<file path="config.mk">
export PLATFORM = sky130hd
export DESIGN_NAME = counter_74x161
export DESIGN_NICKNAME = d
export VERILOG_FILES = /design/src/rtl/counter_74x161.sv
export SDC_FILE = /design/constraint.sdc
export NUM_CORES = 1
export LEC_CHECK = 0
export CAP_MARGIN = 20
export CORE_AREA = 3 3 40 42
export DETAILED_ROUTE_END_ITERATION = 8
export DIE_AREA = 0 0 43 45
export PLACE_DENSITY = 0.42
export SLEW_MARGIN = 30
export SYNTH_ARGS = -nofsm -noshare
export SYNTH_HDL_FRONTEND = slang
export SYNTH_SLANG_ARGS = --single-unit
</file>
<file path="constraint.sdc">
create_clock -name CLK -period 1.95 [get_ports CLK]
set_clock_uncertainty 0.2 [all_clocks]
set_input_delay 0.2925 -clock CLK [delete_from_list [all_inputs] [get_ports CLK]]
set_output_delay 0.2925 -clock CLK [all_outputs]
set_load 0.005 [all_outputs]
</file>
<file path="src/rtl/counter_74x161.sv">
// counter_74x161: presettable binary counter with ripple-carry cascade output.
// Defining CNT_UPDOWN_EN adds the UP input for down counting (terminal 0 for RCO).
module counter_74x161 #(
  parameter int WIDTH = 4
) (
  input  logic             CLK,
  input  logic             CLR_N,
  input  logic             LOAD_N,
  input  logic             ENP,
  input  logic             ENT,
  input  logic [WIDTH-1:0] D,
`ifdef CNT_UPDOWN_EN
  input  logic             UP,
`endif
  output logic [WIDTH-1:0] Q,
  output logic             RCO
);
  localparam logic [WIDTH-1:0] ONE = 1;
  logic [WIDTH-1:0] q_q, q_d;
  logic up;
`ifdef CNT_UPDOWN_EN
  assign up = UP;
`else
  assign up = 1'b1;
`endif
  always_comb begin
    q_d = !LOAD_N ? D : (ENP && ENT) ? (up ? q_q + ONE : q_q - ONE) : q_q;
  end
  always_ff @(posedge CLK or negedge CLR_N) begin
    if (!CLR_N) q_q <= '0;
    else        q_q <= q_d;
  end
  assign Q   = q_q;
  assign RCO = ENT && (q_q == (up ? {WIDTH{1'b1}} : {WIDTH{1'b0}}));
endmodule

</file>
== Yosys cells after proc, flatten, opt, wreduce, memory -nomap -nowiden ==
Cells that the tools add are included.
Word-level totals
  register bits after elaboration: 4
  output and inout bits: 5
Cells by class
  add/sub/neg operators: 1
  eq/ne operators: 2
  mux-type cells: 2
  reduce and logical (&&, ||, !) cells: 2
Operator list (count)
  $mux 4: 2
  $add 4x1->4 const B: 1
  $eq 4x4->1 const B: 1
  $logic_and 1x1->1: 2
  $ne 2x1->1 const B: 1

== Longest topological paths before layout ==
  depth after elaboration: 3
  gate-level depth with buffers: 4
  mapped depth without buffers: 4

== Least setup slack after synthesis ==
No wires, ideal clock.
  path type: reg-to-output
  start point: register q_q[0] (netlist: Q[0])
  end point: output port RCO
  data arrival time: 0.790 ns
  data required time: 1.457 ns
  path slack: 0.667 ns
  stages on the path, launching flop included: 3
  cells stage by stage: dfrtp_1 > ha_1 > and4_2
Between the ends
  cells in the longest elaborated chain, start to end: 2
RTL lines
  start, declared: RTL line 19  | logic [WIDTH-1:0] q_q, q_d;
  start signal, assigned: RTL line 31  | else q_q <= q_d;
  $eq 4x4->1: RTL line 34  | assign RCO = ENT && (q_q == (up ? {WIDTH{1'b1}} : {WIDTH{1'b0}}));
  $logic_and 1x1->1: RTL line 34
  end, declared: RTL line 16  | output logic RCO
No other way between the ends.

== Worst setup path in the final report ==
Same ends and word-level chain as after synthesis.

==> impl_metrics.ini <==
[setup_path]
cp-end-kind = output pin
cp_max_fo = 2
reg2reg_from = Q[0]$_DFFE_PN0P_
reg2reg_depth = 4
crit_slowest_cell = dfrtp_1
r2r_slack_ns = 0.64
max_stage_delay_ns = 0.37
start_kind = flop
arrival_ns = 1.25
critical_path.top_delay_family = flip-flops
cp_data_required_time_ns = 1.46
cp_cell_sequence = ha_1, and4_2, dlygate4sd2_1
r2r_end = Q[3]$_DFFE_PN0P_
crit_type = flop to output pin
crit_buf_inv = 1

[timing]
maxSlewHeadroom = 0.8126
period_share = 0.8925
period_needed_ns = 1.740
slew_violations = 0
setup_violations = 0
fmax_mhz = 574.6
hold_viol_final = 0
worst_pin_slew_ns = 0.2803
tns_ns = 0
rsz0062_at_grt = false
worst_slack_ns = 0.2097

[status]
outcome = finished clean

[cells_and_area]
fin_util = 0.3165
drive_gt1_frac = 0.1951
antenna_cells = 0
nets = 53
mostFrequentLayoutCell = clkdlybuf4s50_1
stdcell_count = 56
largest_reg_flops = 4
area_delta_synth_final_pct = 86.78
layout_common_cells = clkdlybuf4s50_1, dfrtp_1, nor2_1

[clock_tree]
h-tree-depth = 1
tritoncts.num_buffers = 3
clockBufferDepth = 2
cts_tree = done
cts_root_buffer = clkbuf_4
postCtsHoldBufs = 0
clkSinkCount = 4
clk_latency_ns = 0.24
path_clk_slew_ns = 0.04

[power_and_ir_drop]
vdd_ir_drop_max_mv = 0.2844
total_power_mw = 0.2856
p_leak_nw = 0.1733
power_density_mw_per_mm2 = 702.4

[logic_synthesis]
synth-seq-cells = 4
syn_area_sq_um = 217.7
ys_types = 13
synth_fp_nets = 33
synth_cells = 23
yosysSeqAreaShare = 0.4598
syn_avg_cell_area_sq_um = 9.466
yosysWarnings = 0

[floorplanning]
die_w_um = 43
io_pins = 14
start_util = 0.1694
dieArea_sq_mm = 0.001935
rows = 13
die_y_um = 45
coreArea_sq_mm = 0.001285

[flow_run]
cap_violations = 0

[grt]
grt_pass1_wl_um = 917
grt_pass1_vias = 216
grt.overflow.total = 0
antenna_found_initial = 0
track_usage = 0.07268
grt_max_degree = 9

[detailed_routing]
wl_met2_um = 215
postRouteAntennaNets = 0
wire_per_inst_um = 10.50
first_pass_iters = 2
drt-total-wl_um = 588
top_layer_used = met4
vias_per_cell = 4.179
drc = 0
drt_iter0_drc = 2
vias = 234
wl_met1_um = 280
met3_length_um = 74

[placed_design]
io_buffer_count = 13
globalplace.congestion = 0.7088
dp_slack_ns = -0.03917
place_inst = 51

[min_path]
worstHoldPathType = input pin to async pin
## Yosys cell counts
master	count	share of area
ha_1	1	0.057
a31oi_1	1	0.029
clkbuf_1	1	0.017
o21ai_0	1	0.023
xor2_1	2	0.080
a21oi_1	3	0.069
dfrtp_1	4	0.46
mux2i_1	1	0.046
and4_2	1	0.046
or3_1	1	0.029
nor2_1	4	0.069
nand2_2	1	0.029
nand3_1	2	0.046
## cells by family after synthesis
family                     share of synthesized area
adders and majority gates                    0.05746
xor gates and xnor gates                     0.08047
DFF                                           0.4598
AOI/OAI and AO/OA                             0.1207
buffers and inverters                        0.01722
muxes                                        0.04598
and+or+nand+nor                               0.2184
## worst max-delay path by stage
stage                     startpoint  end  cells after the start  slack (ns)
floorplan           Q[0]$_DFFE_PN0P_  RCO                      2        0.67
global placement                 ENT  RCO                      3      -0.008
detailed placement               ENT  RCO                      3       -0.04
CTS                 Q[0]$_DFFE_PN0P_  RCO                      3        0.19
global route        Q[0]$_DFFE_PN0P_  RCO                      3        0.15
finish              Q[0]$_DFFE_PN0P_  RCO                      3        0.21
## final cells by class
class,instances,area (sq um)
Fill cell,142,878.3
Timing Repair Buffer,16,151.4
Multi-Input combinational cell,18,113.9
Sequential cell,4,100.1
Clock buffer,3,22.52
Tap cell,15,18.77
## through the flow
stage / hold slack, ns / cell area [sq um]
after CTS: 0.06088 / 406.6
after floorplan: -0.2031 / 217.7
final: 0.06234 / 406.6
after global placement: 0.3228 / 370.4
after detailed placement: 0.3147 / 370.4
after global routing: 0.07552 / 406.6
## layer usage
| layer | GRT usage | up-vias |
|---|---|---|
| li1 | - | 118 |
| met1 | 0.08516 | 98 |
| met2 | 0.07784 | 16 |
| met3 | 0.04382 | 2 |
| met4 | 0.09036 | 0 |
| met5 | 0 | - |
## what timing repair did
item                                    4_1_cts  5_1_grt
setup buffers                                 2        0
endpoints found under the setup margin        1        0
resized for setup                             1        0
## report_power, final
group / total [mW] / switching [mW] / internal (mW)
Clock: 0.103 / 0.0345 / 0.0689
Sequential: 0.101 / 0.00767 / 0.0933
Combinational: 0.0813 / 0.0288 / 0.0525
Total: 0.286 / 0.0710 / 0.215
Note: power is estimated with default switching activity, not from simulation.
